## src/rtl/scroll_pkg.sv

```systemverilog
// Shared constants for the scrolling word display: segment patterns, character codes
// and the width helper used by the top level.
package scroll_pkg;

    // Active-low, bit6 = seg g ... bit0 = seg a
    localparam logic [6:0] SEG_D     = 7'b0100001;
    localparam logic [6:0] SEG_E     = 7'b0000110;
    localparam logic [6:0] SEG_1     = 7'b1111001;
    localparam logic [6:0] SEG_0     = 7'b1000000;
    localparam logic [6:0] SEG_BLANK = 7'b1111111;

    localparam int CH_D    = 0;
    localparam int CH_E    = 1;
    localparam int CH_ONE  = 2;
    localparam int CH_ZERO = 3;

    function automatic int clog2_min1(input int n);
        return (n <= 2) ? 1 : $clog2(n);
    endfunction

endpackage

```

## src/rtl/char_to_seg7.sv

```systemverilog
// Combinational character-code to active-low 7-segment decoder; unknown codes blank.
module char_to_seg7
    import scroll_pkg::*;
#(
    parameter int CHAR_W = 2
) (
    input  logic [CHAR_W-1:0] code_i,
    output logic [6:0]        seg_o
);

    logic [31:0] code_ext;
    assign code_ext = 32'(code_i);

    always_comb begin
        seg_o = SEG_BLANK;
        case (code_ext)
            32'(CH_D):    seg_o = SEG_D;
            32'(CH_E):    seg_o = SEG_E;
            32'(CH_ONE):  seg_o = SEG_1;
            32'(CH_ZERO): seg_o = SEG_0;
            default:      seg_o = SEG_BLANK;
        endcase
    end

endmodule

```

## src/rtl/scroll_word_display.sv

```systemverilog
// Scrolls a NUM_CHARS word through a NUM_DIGITS window of HEX displays, stepping on a
// prescaler tick or a manual key edge. Define SCROLL_DIR_EN to add the dir port.
module scroll_word_display
    import scroll_pkg::*;
#(
    parameter int NUM_CHARS  = 4,
    parameter int NUM_DIGITS = 4,
    parameter int CHAR_W     = 2,
    parameter int TICK_DIV   = 50000000
) (
    input  logic                          CLOCK_50,
    input  logic                          reset,
    input  logic [NUM_CHARS*CHAR_W-1:0]   char_codes,
    input  logic                          auto_mode,
    input  logic                          pause,
    input  logic                          step,
`ifdef SCROLL_DIR_EN
    input  logic                          dir,
`endif
    output logic [NUM_DIGITS*7-1:0]       hex_segs,
    output logic [clog2_min1(NUM_CHARS)-1:0] offset,
    output logic                          tick
);

    localparam int OW = clog2_min1(NUM_CHARS);
    localparam int PW = clog2_min1(TICK_DIV);
    localparam int IW = OW + 1;

    logic [OW-1:0]              offset_q, offset_d;
    logic [PW-1:0]              presc_q, presc_d;
    logic                       step_q, tick_q;
    logic [NUM_DIGITS*7-1:0]    hex_q;
    logic [NUM_DIGITS-1:0][6:0] seg_w;
    logic                       tick_int, step_rise, adv, dir_w;

`ifdef SCROLL_DIR_EN
    assign dir_w = dir;
`else
    assign dir_w = 1'b0;
`endif

    assign tick_int  = auto_mode & ~pause & (presc_q == PW'(TICK_DIV - 1));
    assign step_rise = step & ~step_q;
    assign adv       = (auto_mode & tick_int) | (~auto_mode & step_rise & ~pause);

    always_comb begin
        presc_d = presc_q;
        if (!auto_mode)
            presc_d = '0;
        else if (!pause)
            presc_d = tick_int ? '0 : presc_q + 1'b1;
    end

    always_comb begin
        offset_d = offset_q;
        if (adv) begin
            if (dir_w)
                offset_d = (offset_q == '0) ? OW'(NUM_CHARS - 1) : offset_q - 1'b1;
            else
                offset_d = (offset_q == OW'(NUM_CHARS - 1)) ? '0 : offset_q + 1'b1;
        end
    end

    // Each digit's distance from offset is constant, so the modulo collapses to one
    // conditional subtract at run time.
    for (genvar k = 0; k < NUM_DIGITS; k++) begin : g_dig
        localparam int R = (NUM_DIGITS - 1 - k) % NUM_CHARS;
        logic [IW-1:0]     sum, idx;
        logic [CHAR_W-1:0] code;

        assign sum = {1'b0, offset_q} + IW'(R);
        assign idx = (sum >= IW'(NUM_CHARS)) ? sum - IW'(NUM_CHARS) : sum;

        always_comb begin
            code = '0;
            for (int j = 0; j < NUM_CHARS; j++)
                if (idx == IW'(j)) code = char_codes[j*CHAR_W +: CHAR_W];
        end

        char_to_seg7 #(.CHAR_W(CHAR_W)) u_dec (
            .code_i (code),
            .seg_o  (seg_w[k])
        );
    end

    always_ff @(posedge CLOCK_50) begin
        if (reset) begin
            offset_q <= '0;
            presc_q  <= '0;
            step_q   <= 1'b0;
            tick_q   <= 1'b0;
            hex_q    <= '1;
        end else begin
            offset_q <= offset_d;
            presc_q  <= presc_d;
            step_q   <= step;
            tick_q   <= tick_int;
            hex_q    <= seg_w;
        end
    end

    assign hex_segs = hex_q;
    assign offset   = offset_q;
    assign tick     = tick_q;

endmodule

```

## config.mk

```make
export PLATFORM = sky130hd
export DESIGN_NAME = scroll_word_display
export DESIGN_NICKNAME = d
export VERILOG_FILES = /design/src/rtl/scroll_pkg.sv /design/src/rtl/char_to_seg7.sv /design/src/rtl/scroll_word_display.sv
export SDC_FILE = /design/constraint.sdc
export NUM_CORES = 1
export LEC_CHECK = 0
export CORE_MARGIN = 2
export CORE_UTILIZATION = 54
export CTS_CLUSTER_SIZE = 12
export DETAILED_ROUTE_END_ITERATION = 12
export PLACE_DENSITY = 0.81
export SETUP_SLACK_MARGIN = 0.4
export SKIP_CTS_REPAIR_TIMING = 1
export SLEW_MARGIN = 0
export SYNTH_ARGS = -nofsm -noshare
export SYNTH_HDL_FRONTEND = slang
export SYNTH_HIERARCHICAL = 1
export SYNTH_SLANG_ARGS = --single-unit
export TNS_END_PERCENT = 10
```

## constraint.sdc

```tcl
create_clock -name CLOCK_50 -period 2.5 [get_ports CLOCK_50]
set_clock_uncertainty 0.15 [all_clocks]
set_input_delay 0.375 -clock CLOCK_50 [delete_from_list [all_inputs] [get_ports CLOCK_50]]
set_output_delay 0.375 -clock CLOCK_50 [all_outputs]
set_load 0.1 [all_outputs]
```

==> qor.csv <==
metric;value;unit
ys_ff_latch;58;
period_share;0.8210;
regToRegSetupSlack;0.45;ns
synth_area_leaders;dfxtp_1 42%, or2_2 6.4%, xor2_1 4.8%;
fin_area;3344;um2
worst_slew_pin_slew;0.3775;ns
crit_required;2.56;ns
start_util;0.5681;
relSlewSlack;0.7478;
yosys.area.top_type;dfxtp_1;
synthArstFlopShare;0;
critPathKind;reg2reg;
cts-htree-levels;3;
syn-num-nets;334;
min_period;2.053;ns
clockBufferDepth;2;
slew_violations;0;
r2r_start;offset[0];
clk_latency;0.33;ns
vdd_drop_max;0.5578;mV
numCtsBuffers;9;
port_buffers;43;
drtPass1Iterations;4;
path_clk_slew;0.06;ns
fp.dieW;75.19;um
leakagePower;1.299;nW
final_antenna_net_count;0;
layout-drive-gt1-share;0.2991;
wl_per_cell;12.38;um
drcViolationCount;0;
via_per_inst;5.141;
ys_warn_count;6;
yosysUniqueCellTypes;48;
wl;5.174;mm
hold_depth;2;
setup_violations;0;
hold_viol;0;
core;4817;um2
die_h;75.19;um
vias;2149;
syn_avg_cell_area;8.770;um2
grt_start_max_net_pins;31;
grt_usage;0.2054;
synth_edf_count;0;
rr_worst_depth;8;
min_to;presc_q[15];
fmax;487.2;MHz
routabilityCongestion;0.8598;
antenna_cells;0;
syn_area;2736;um2
rsz0062_at_grt;true;
drt_iter0_drc;106;
holdCritPathClass;reg2reg;
grt_pass1_vias;1928;
ctsRootBufferMaster;clkbuf_8;
io_pins;44;
rows;25;
final_common_cell;dfxtp_1;
final_nets;368;
dieArea;5653;um2
antenna_found_initial;0;
placed_cell_area;3149;um2
grt_overflow;0;
crit_path_start_kind;flop;
synth_flop_cell;dfxtp_1;
status;finished clean;
dp_hpwl;3.750;mm
reg2reg_to;hex_segs[1];
ys_seq_area_frac;0.4243;
nFillCells;412;
total_power;2.304;mW
synth_top_cell_area_share;0.4243;
end_kind;flop;
fin_tns_setup;0;ns
cts_sinks;58;
crit_arrival;2.12;ns
cap_violations;0;
cts_tree;built;
netlist_instances;312;
hp-start;presc_q[15];
mostFrequentLayoutCells;56 x dfxtp_1, 37 x buf_4, 31 x nand2_1, 25 x nor2_1, 24 x or2_2;
cp_max_fo;12;
grt_pass1_wl;8.769;mm
power.density;688.9;nW/um2
area_growth_syn_to_layout;22.22;%
==> flip-flops by register name, summed over array words and instances (netlist names) <==
signal    cells
presc_q      26
hex_segs     28
offset        2
tick          1
step_q        1
==> cells by family after synthesis <==
kind of cell,after synthesis,synth area share
XOR/XNOR,20,0.06402
AND/OR/NAND/NOR,151,0.3128
AO/OA/AOI/OAI,38,0.08140
adder cells (fa/ha/maj),9,0.04115
buffers and inverters,35,0.07271
multiplexers,1,0.003658
flip-flops,58,0.4243
==> where the power goes <==
group	switching, mW	leakage, nW	internal (mW)
clock network	0.355	0.103	0.484
registers	0.0150	0.479	0.963
logic	0.360	0.717	0.127
total	0.731	1.30	1.57
==> Yosys cell counts (2+ instances only) <==
library cell,n
xnor2_1,5
o21ai_0,9
or2_2,28
clkbuf_1,10
a211o_1,2
nor2_1,25
dfxtp_1,58
and2b_2,4
nor2b_1,8
inv_1,8
nand4_1,6
nor3_1,2
buf_4,16
nor4b_1,2
and3_1,5
a21oi_1,19
nand3_1,12
nand3b_1,8
ha_1,9
or3_1,2
and2_1,3
nand2_1,31
xor2_1,15
==> layer usage <==
| metal | global-route usage | up-vias | share of wire |
|---|---|---|---|
| met3 | 0.04150 | 9 | 0.033 |
| met4 | 0.1033 | 0 | 0.018 |
| li1 | - | 1098 | - |
| met2 | 0.3158 | 48 | 0.46 |
| met5 | 0 | - | 0 |
| met1 | 0.2748 | 994 | 0.49 |
==> worst max-delay path by stage <==
| stage | from | endpoint | slack (ns) | cells after the start |
|---|---|---|---|---|
| 2_1_floorplan | offset[1] | hex_segs[23] | 0.38 | 9 |
| 3_3_place_gp | pause | offset[0] | 0.25 | 6 |
| 3_5_place_dp | pause | offset[0] | 0.19 | 6 |
| 4_1_cts | offset[1] | hex_segs[24] | 0.42 | 8 |
| 5_1_grt | offset[0] | hex_segs[1] | 0.33 | 8 |
| 6_report | offset[0] | hex_segs[1] | 0.45 | 8 |
==> per-stage QoR <==
stage | utilization | instances | setup WS [ns] | hold slack [ns]
6_report | 0.6943 | 418 | 0.4475 | 0.3587
5_1_grt | 0.6943 | 418 | 0.3261 | 0.4125
4_1_cts | 0.6943 | 418 | 0.4230 | 0.3618
3_5_place_dp | 0.6538 | 402 | 0.1916 | 0.3511
3_3_place_gp | 0.6538 | 402 | 0.2527 | 0.3346
2_1_floorplan | - | 312 | 0.3765 | 0.2966
==> worst max-delay path, stage by stage (launching register included) <==
cell	delay, ns
dfxtp_4	0.42
inv_4	0.07
ha_4	0.20
nand3b_1	0.18
a21oi_1	0.14
a21oi_1	0.05
o21ai_1	0.22
and2b_2	0.25
or2_2	0.26
==> cell type report <==
type                       instances  area [um2]  share of cell area
clock buffer                      11       141.4             0.04227
clock inverter                     5       53.80             0.01609
sequential                        58        1169              0.3494
inverter                           8       35.03             0.01048
tap                               67       83.83             0.02507
multi-input combinational        219        1444              0.4317
timing repair buffer              50       417.9              0.1250
Note: power is estimated with default switching activity, not from simulation.
